## config.mk

```make
export PLATFORM = sky130hd
export DESIGN_NAME = systolic_feeder
export DESIGN_NICKNAME = d
export VERILOG_FILES = /design/src/rtl/pe_array_pkg.sv /design/src/rtl/skew_delay_line.sv /design/src/rtl/systolic_feeder.sv
export SDC_FILE = /design/constraint.sdc
export NUM_CORES = 1
export LEC_CHECK = 0
export ABC_AREA = 1
export CAP_MARGIN = 40
export CORE_ASPECT_RATIO = 1.5
export CORE_MARGIN = 1
export CORE_UTILIZATION = 30
export DETAILED_ROUTE_END_ITERATION = 12
export GPL_TIMING_DRIVEN = 0
export PLACE_DENSITY_LB_ADDON = 0.2
export SYNTH_ARGS = -nofsm -noshare
export SYNTH_HDL_FRONTEND = slang
export SYNTH_SLANG_ARGS = --single-unit
```

## constraint.sdc

```tcl
create_clock -name clk -period 38.1 [get_ports clk]
set_input_delay 9.525 -clock clk [delete_from_list [all_inputs] [get_ports clk]]
set_output_delay 9.525 -clock clk [all_outputs]
set_load 0.05 [all_outputs]
```

## src/rtl/pe_array_pkg.sv

```systemverilog
// Shared definitions for the PE-array feeder slice.
// Holds the default operand width and array size, the feeder FSM state
// encoding, and a small helper for the beat counter.
package pe_array_pkg;

  localparam int DATA_WIDTH_DEF = 32;
  localparam int SIZE_DEF       = 4;

  typedef enum logic [1:0] {
    ST_IDLE   = 2'd0,
    ST_STREAM = 2'd1,
    ST_FLUSH  = 2'd2,
    ST_DONE   = 2'd3
  } feeder_state_t;

  // Saturating beat-counter increment: an 8-bit count of up to 255 beats
  // must never roll over to zero.
  function automatic logic [7:0] beat_inc(input logic [7:0] cnt);
    if (cnt == 8'hFF) begin
      return cnt;
    end else begin
      return cnt + 8'd1;
    end
  endfunction

endpackage

```

## src/rtl/skew_delay_line.sv

```systemverilog
// Fixed-length delay line used for the diagonal skew of one lane.
// Total latency is DEPTH+1 clocks; DEPTH=0 is a single register stage.
// Ports:
//   clk  - clock
//   rst  - asynchronous active-high reset, clears every stage
//   din  - value entering the line
//   dout - value leaving the line (output of the last register)
module skew_delay_line
  import pe_array_pkg::*;
#(
  parameter int WIDTH = 32,
  parameter int DEPTH = 0
) (
  input  logic             clk,
  input  logic             rst,
  input  logic [WIDTH-1:0] din,
  output logic [WIDTH-1:0] dout
);

  logic [WIDTH-1:0] stage [0:DEPTH];

  // Shift register; reset wipes all in-flight contents.
  always_ff @(posedge clk or posedge rst) begin
    if (rst) begin
      for (int i = 0; i <= DEPTH; i++) begin
        stage[i] <= '0;
      end
    end else begin
      stage[0] <= din;
      for (int i = 1; i <= DEPTH; i++) begin
        stage[i] <= stage[i-1];
      end
    end
  end

  assign dout = stage[DEPTH];

endmodule

```

## src/rtl/systolic_feeder.sv

```systemverilog
// Operand feeder for a SIZE x SIZE systolic PE array.
// Accepts k_len beats of (A column, B row), skews lane r by r extra cycles,
// then zero-fills for DRAIN cycles so the array can finish accumulating.
// Ports:
//   clk, rst          - clock, asynchronous active-high reset
//   start, k_len      - job request and beat count (sampled together in IDLE)
//   in_valid/in_ready - upstream beat handshake
//   in_a, in_b        - one A column / one B row, lane-packed
//   a_edge, b_edge    - skewed operands to west / north array edges
//   a_vld, b_vld      - per-lane flag marking real (non-bubble) data
//   acc_clr           - accumulator clear, pulsed on the cycle a job starts
//   busy, done        - job in progress; one-cycle completion pulse
module systolic_feeder
  import pe_array_pkg::*;
#(
  parameter int DATA_WIDTH = DATA_WIDTH_DEF,
  parameter int SIZE       = SIZE_DEF,
  parameter int DRAIN      = 3*SIZE-2
) (
  input  logic                       clk,
  input  logic                       rst,
  input  logic                       start,
  input  logic [7:0]                 k_len,
  input  logic                       in_valid,
  output logic                       in_ready,
  input  logic [SIZE*DATA_WIDTH-1:0] in_a,
  input  logic [SIZE*DATA_WIDTH-1:0] in_b,
  output logic [SIZE*DATA_WIDTH-1:0] a_edge,
  output logic [SIZE*DATA_WIDTH-1:0] b_edge,
  output logic [SIZE-1:0]            a_vld,
  output logic [SIZE-1:0]            b_vld,
  output logic                       acc_clr,
  output logic                       busy,
  output logic                       done
);

  localparam int FW = (DRAIN > 1) ? $clog2(DRAIN + 1) : 1;
  localparam logic [FW-1:0] FLUSH_LAST = FW'(DRAIN - 1);

  feeder_state_t state_q, state_d;
  logic [7:0]    cnt_q, cnt_d;
  logic [7:0]    klen_q, klen_d;
  logic [FW-1:0] flush_q, flush_d;
  logic          accept;

  // A beat only enters the skew lines while streaming; everything else is zero.
  assign accept = (state_q == ST_STREAM) && in_valid;

  // FSM and counter registers.
  always_ff @(posedge clk or posedge rst) begin
    if (rst) begin
      state_q <= ST_IDLE;
      cnt_q   <= 8'd0;
      klen_q  <= 8'd0;
      flush_q <= '0;
    end else begin
      state_q <= state_d;
      cnt_q   <= cnt_d;
      klen_q  <= klen_d;
      flush_q <= flush_d;
    end
  end

  // Next-state logic and control outputs.
  always_comb begin
    state_d  = state_q;
    cnt_d    = cnt_q;
    klen_d   = klen_q;
    flush_d  = flush_q;
    acc_clr  = 1'b0;
    in_ready = 1'b0;
    busy     = 1'b1;
    done     = 1'b0;
    case (state_q)
      ST_IDLE: begin
        busy = 1'b0;
        // acc_clr is combinational on start; gate it so it stays low in reset.
        if (start && (k_len != 8'd0) && !rst) begin
          state_d = ST_STREAM;
          klen_d  = k_len;
          cnt_d   = 8'd0;
          acc_clr = 1'b1;
        end else begin
          state_d = ST_IDLE;
        end
      end
      ST_STREAM: begin
        in_ready = 1'b1;
        if (in_valid) begin
          cnt_d = beat_inc(cnt_q);
          if (beat_inc(cnt_q) == klen_q) begin
            state_d = ST_FLUSH;
            flush_d = '0;
          end else begin
            state_d = ST_STREAM;
          end
        end else begin
          state_d = ST_STREAM;
        end
      end
      ST_FLUSH: begin
        if (flush_q == FLUSH_LAST) begin
          state_d = ST_DONE;
        end else begin
          flush_d = flush_q + {{(FW-1){1'b0}}, 1'b1};
        end
      end
      ST_DONE: begin
        done    = 1'b1;
        state_d = ST_IDLE;
      end
      default: begin
        state_d = ST_IDLE;
        busy    = 1'b0;
      end
    endcase
  end

  // One delay line per lane per edge; the valid flag rides as the top bit.
  for (genvar r = 0; r < SIZE; r++) begin : g_lane
    logic [DATA_WIDTH:0] a_din, a_dout, b_din, b_dout;

    assign a_din = accept ? {1'b1, in_a[r*DATA_WIDTH +: DATA_WIDTH]} : '0;
    assign b_din = accept ? {1'b1, in_b[r*DATA_WIDTH +: DATA_WIDTH]} : '0;

    skew_delay_line #(.WIDTH(DATA_WIDTH + 1), .DEPTH(r)) u_a_line (
      .clk  (clk),
      .rst  (rst),
      .din  (a_din),
      .dout (a_dout)
    );

    skew_delay_line #(.WIDTH(DATA_WIDTH + 1), .DEPTH(r)) u_b_line (
      .clk  (clk),
      .rst  (rst),
      .din  (b_din),
      .dout (b_dout)
    );

    assign a_edge[r*DATA_WIDTH +: DATA_WIDTH] = a_dout[DATA_WIDTH-1:0];
    assign b_edge[r*DATA_WIDTH +: DATA_WIDTH] = b_dout[DATA_WIDTH-1:0];
    assign a_vld[r] = a_dout[DATA_WIDTH];
    assign b_vld[r] = b_dout[DATA_WIDTH];
  end

endmodule

```

# Yosys cells after proc, flatten, opt, wreduce, memory -nomap -nowiden
# Index checks and enable logic that the tools add are counted.
# Widths: inputs -> output; s select.
[word_totals]
register_bits = 682
word_cells = 75
out_inout_bits = 268
[classes]
reduce_logical = 11
add_sub_neg = 2
n_eq_ne = 11
muxes = 27
[op_table]
columns = ["cell", "n"]
rows = [
  ["$mux 33", 8],
  ["$mux 8", 4],
  ["$pmux 8 s2", 1],
  ["$mux 4", 3],
  ["$add 8x1->8 const B", 1],
  ["$eq 8x8->1", 1],
  ["$eq 8x8->1 const B", 1],
  ["$ne 2x2->1 const B", 4],
  ["$pmux 2 s4", 1],
  ["$pmux 4 s2", 1],
  ["$reduce_bool 8->1", 1],
  ["$mux 1", 6],
  ["$mux 2", 3],
  ["$add 4x1->4 const B", 1],
  ["$eq 2x2->1 const B", 2],
  ["$eq 4x4->1 const B", 1],
  ["$reduce_and 4->1", 1],
  ["$reduce_bool 2->1", 2],
  ["$logic_and 1x1->1", 3],
  ["$reduce_and 3->1", 1],
  ["$eq 2x1->1 const B", 1],
  ["$logic_not 2->1", 1],
  ["$ne 2x1->1 const B", 1],
  ["$reduce_and 2->1", 1],
  ["$logic_not 1->1", 1],
]

# Longest topological paths before layout
[depth]
ltp_word = 8
depth_mapped = 15

# Cells and area by module
# Synthesis repeated with hierarchy kept, for this count alone.
[hier_totals]
cells_unflattened = 1613
hier_area_um2 = 21533.2
[by_module_without_submodules]
columns = ["module", "cells_each", "area_each_um2", "seq_area_each_um2", "n_inst"]
rows = [
  ["skew_delay_line (g_lane[3].u_a_line ...)", 166, 3554.7, 3303.2, 2],
  ["skew_delay_line (g_lane[2].u_a_line ...)", 133, 2728.9, 2477.4, 2],
  ["skew_delay_line (g_lane[1].u_a_line ...)", 100, 1903.1, 1651.6, 2],
  ["systolic_feeder", 747, 3500.9, 550.5, 1],
  ["skew_delay_line (g_lane[0].u_a_line ...)", 34, 829.5, 825.8, 2],
]

# Least setup slack after synthesis
# OpenSTA, ideal clock, no wires.
[synth_path]
path_type = "input to output"
startpoint = "input port rst"
endpoint = "output port acc_clr"
n_path_buf = 1
required_time_ns = 28.575
cell_stages = 6
arrival_time_ns = 24.583
path_slack_ns = 3.992
cell_sequence = "inv_1 -> nand2_1 -> nor2_1 -> nand2_1 -> inv_1 -> clkbuf_1"
[synth_via]
elab_chain_cells = 4
[synth_lines]
columns = ["element", "line", "rtl"]
rows = [
  ["start, declared", "systolic_feeder.sv:21", "input logic rst,"],
  ["$logic_not 1->1 (no line)", "-", ""],
  ["$logic_and 1x1->1", "systolic_feeder.sv:78", "if (start && (k_len != 8'd0) && !rst) begin"],
  ["$mux 1", "systolic_feeder.sv:78", ""],
  ["$mux 1", "systolic_feeder.sv:74", "case (state_q)"],
  ["end, declared", "systolic_feeder.sv:32", "output logic acc_clr,"],
]
# Every way passes these cells.

# Final worst setup path
# Ends and elaborated chain as after synthesis.

==> flow_metrics.env <==
export IMPL_utilization=0.4350
export IMPL_max_stage_delay_ps=890
export IMPL_crit_arrival_ps=13050
export IMPL_post_drt_wl_per_cell_um=14.77
export IMPL_start_util=0.3046
export IMPL_synth_top_area_share=0.7901
export IMPL_cts_tree="done"
export IMPL_cts_hold_buf=0
export IMPL_hold_viol=0
export IMPL_placed_area_um2=27760
export IMPL_end_kind="output port"
export IMPL_drive_gt1_frac=0.1549
export IMPL_post_cts_resized=0
export IMPL_final_max_slew_viol_count=0
export IMPL_critPathLaunch="rst"
export IMPL_leakage_uw=0.01529
export IMPL_dp_slack_ps=15450
export IMPL_power_per_cell_area_nw_per_um2=60.91
export IMPL_htreeDepth=3
export IMPL_areaGrowthSynthToFinish_pct=42.80
export IMPL_synthCells=1588
export IMPL_finalPower_uw=1835
export IMPL_vias=11992
export IMPL_via_per_inst=3.797
export IMPL_ys_warn_count=0
export IMPL_core_um2=69240
export IMPL_synth_seq_cells=666
export IMPL_crit_path_start_kind="input pin"
export IMPL_drcViolationCount=0
export IMPL_synth_adder_area_share=0.001779
export IMPL_overflow=0
export IMPL_hp_class="flop to flop"
export IMPL_min_from="g_lane[1].u_b_line.stage[35]$_DFF_PP0_"
export IMPL_synth_mux_area_frac=0
export IMPL_routed_wl_mm=46.64
export IMPL_ys_types=27
export IMPL_antenna_found_initial=8
export IMPL_cts_num_sinks=666
export IMPL_synth_simple_gate_area_frac=0.07521
export IMPL_ys_seq_area_frac=0.7901
export IMPL_die_area_um2=71400
export IMPL_ios=536
export IMPL_gp_congestion=0.7790
export IMPL_r2r_start="state_q[0]$_DFFE_PP0P_"
export IMPL_rsz0062_at_grt="false"
export IMPL_fmax_ghz=0.04430
export IMPL_tns_ps=0
export IMPL_path_cells="clkdlybuf4s50_1 > inv_8 > buf_16 > nand2_1 > nor2_1 > nand2_1 > inv_1 > clkbuf_1 > clkdlybuf4s50_1"
export IMPL_crit_required_ps=28570
export IMPL_grt_usage=0.1335
export IMPL_synth_compound_area_share=0.004211
export IMPL_synth_avg_cell_area_um2=13.28
export IMPL_worst_slack_ps=15520
export IMPL_grt_pass1_wl_mm=72.65
export IMPL_maxCapViolCount=0
export IMPL_cts_root_buf="clkbuf_16"
export IMPL_yosys_top_cells_area="dfrtp_1 (79%), buf_4 (7.2%), inv_1 (5.0%), nor2_1 (4.8%), nand2_1 (1.2%)"
export IMPL_worstSetupPathType="input pin to output port"
export IMPL_portBuffers=535
export IMPL_fin_crit_ps=22580
export IMPL_detail_route_first_pass_iterations=4
export IMPL_dr_first_iter_drc_count=694
export IMPL_synth_xor_xnor_area_share=0.0008304
export IMPL_finalNetCount=2471
export IMPL_synth_top_family_by_area="buffers and inverters"
export IMPL_cts_buffers=67
export IMPL_clk_latency_ps=590
export IMPL_synth_largest_area_cell="dfrtp_1"
export IMPL_dp_hpwl_mm=33.91
export IMPL_synthesis_area_um2=21090
export IMPL_grt_max_degree=132
export IMPL_critical_path_peak_fanout=111
export IMPL_worst_pin_slew_ps=744.0
export IMPL_slowest_stage="clkdlybuf4s50_1"
export IMPL_clock_path_buffers=3
export IMPL_grt_pass1_vias=13072
export IMPL_syn_nets=1859
export IMPL_setup_viol=0
export IMPL_clk_pin_slew_worst_paths_ps=70
export IMPL_post_cts_buffers=0
export IMPL_fin_worst_skew_ps=23.25
export IMPL_die_w_um=218.5
export IMPL_period_share=0.5925
export IMPL_max_slew_margin_rel=0.5040
export IMPL_ant_nets=0
export IMPL_ir_drop_mv=0.03927
export IMPL_num_rows=118
export IMPL_fin_area_um2=30120
export IMPL_die_h_um=326.8
export IMPL_outcome="finished clean"
export IMPL_r2r_slack_ps=35920
==> final cells by class <==
type                    count  area (um2)
well taps                 900        1126
multi-input cells         407        1730
plain buffers             231        1632
inverters                 284        1074
flip-flops and latches    666       16670
clock buffers              96        2011
repair buffers            543        5534
diodes                      5       12.51
fillers                  6459       39120
clock inverters            26       337.8
==> power breakdown <==
group | internal (uW) | switching (uW) | total (uW)
Combinational | 129 | 209 | 337
Clock | 412 | 273 | 685
Sequential | 786 | 26.3 | 813
==> cells by family after synthesis <==
logic type | Yosys count
adder cells (fa/ha/maj) | 3
flip-flops | 666
buffers and inverters | 515
XOR/XNOR | 2
AO/OA/AOI/OAI | 16
AND/OR/NAND/NOR | 386
==> metal layers <==
layer	routed length (um)	share of wire	track usage	vias to the layer above
li1	-	-	-	5617
met1	17480	0.37	0.1511	5840
met2	23840	0.51	0.2285	427
met3	3739	0.080	0.04143	100
met4	1530	0.033	0.06020	8
met5	55	0.0012	0	-
==> stage by stage <==
step,hold slack [ps],std cells
global placement,331.4,3023
CTS,336.7,3153
finish,333.2,3158
detailed placement,334.7,3031
floorplan,331.2,1588
global route,343.8,3157
==> cell usage after synthesis <==
cell type,number
a21oi_1,2
buf_2,8
buf_4,201
clkbuf_1,22
dfrtp_1,666
ha_1,3
inv_1,282
inv_2,2
nand2_1,70
nand2_2,6
nand2_4,4
nand3_1,24
nand3_2,1
nand3b_1,3
nand4_1,2
nor2_1,267
nor2_2,3
nor2_4,1
nor2_8,1
nor3_1,1
nor4_1,2
o21a_2,1
o21ai_0,9
o22ai_1,4
or2_2,1
xnor2_1,1
xor2_1,1
==> worst paths after layout <==
| path | depth (start not counted) | end |
|---|---|---|
| worst min-delay path | 0 | g_lane[1].u_b_line.dout[2]$_DFF_PP0_ |
| worst max-delay path | 9 | acc_clr |
| worst min register to register | 0 | g_lane[1].u_b_line.dout[2]$_DFF_PP0_ |
| min in group asynchronous | 2 | g_lane[3].u_a_line.stage[91]$_DFF_PP0_ |
| worst max register to register | 8 | g_lane[2].u_b_line.stage[89]$_DFF_PP0_ |
| max in group asynchronous | 5 | g_lane[3].u_a_line.stage[37]$_DFF_PP0_ |
==> worst max-delay path: cells and delay by family <==
family | cells | cell delay (ps)
buffers and inverters | 6 | 2870
and+or+nand+nor | 3 | 440
==> placed cells by master, fill, tap and decap left out, types with 9 or more instances in the layout <==
cell / synthesis / layout
clkdlybuf4s50_1: 0 / 535
dfrtp_1: 666 / 666
o21ai_0: 9 / 9
clkbuf_1: 22 / 33
inv_1: 282 / 281
clkbuf_16: 0 / 71
nor2_1: 267 / 267
nand2_1: 70 / 70
nand3_1: 24 / 24
buf_4: 201 / 201
clkbuf_8: 0 / 14
==> flip-flops by register name, summed over array words and instances, names as in the netlist, named ones only <==
register and flops:
g_lane.u_a_line.stage 192, g_lane.u_b_line.stage 192, g_lane.u_a_line.dout 132, g_lane.u_b_line.dout 128, cnt_q 8, klen_q 8, flush_q 4, state_q 1
Note: power is estimated with default switching activity, not from simulation.
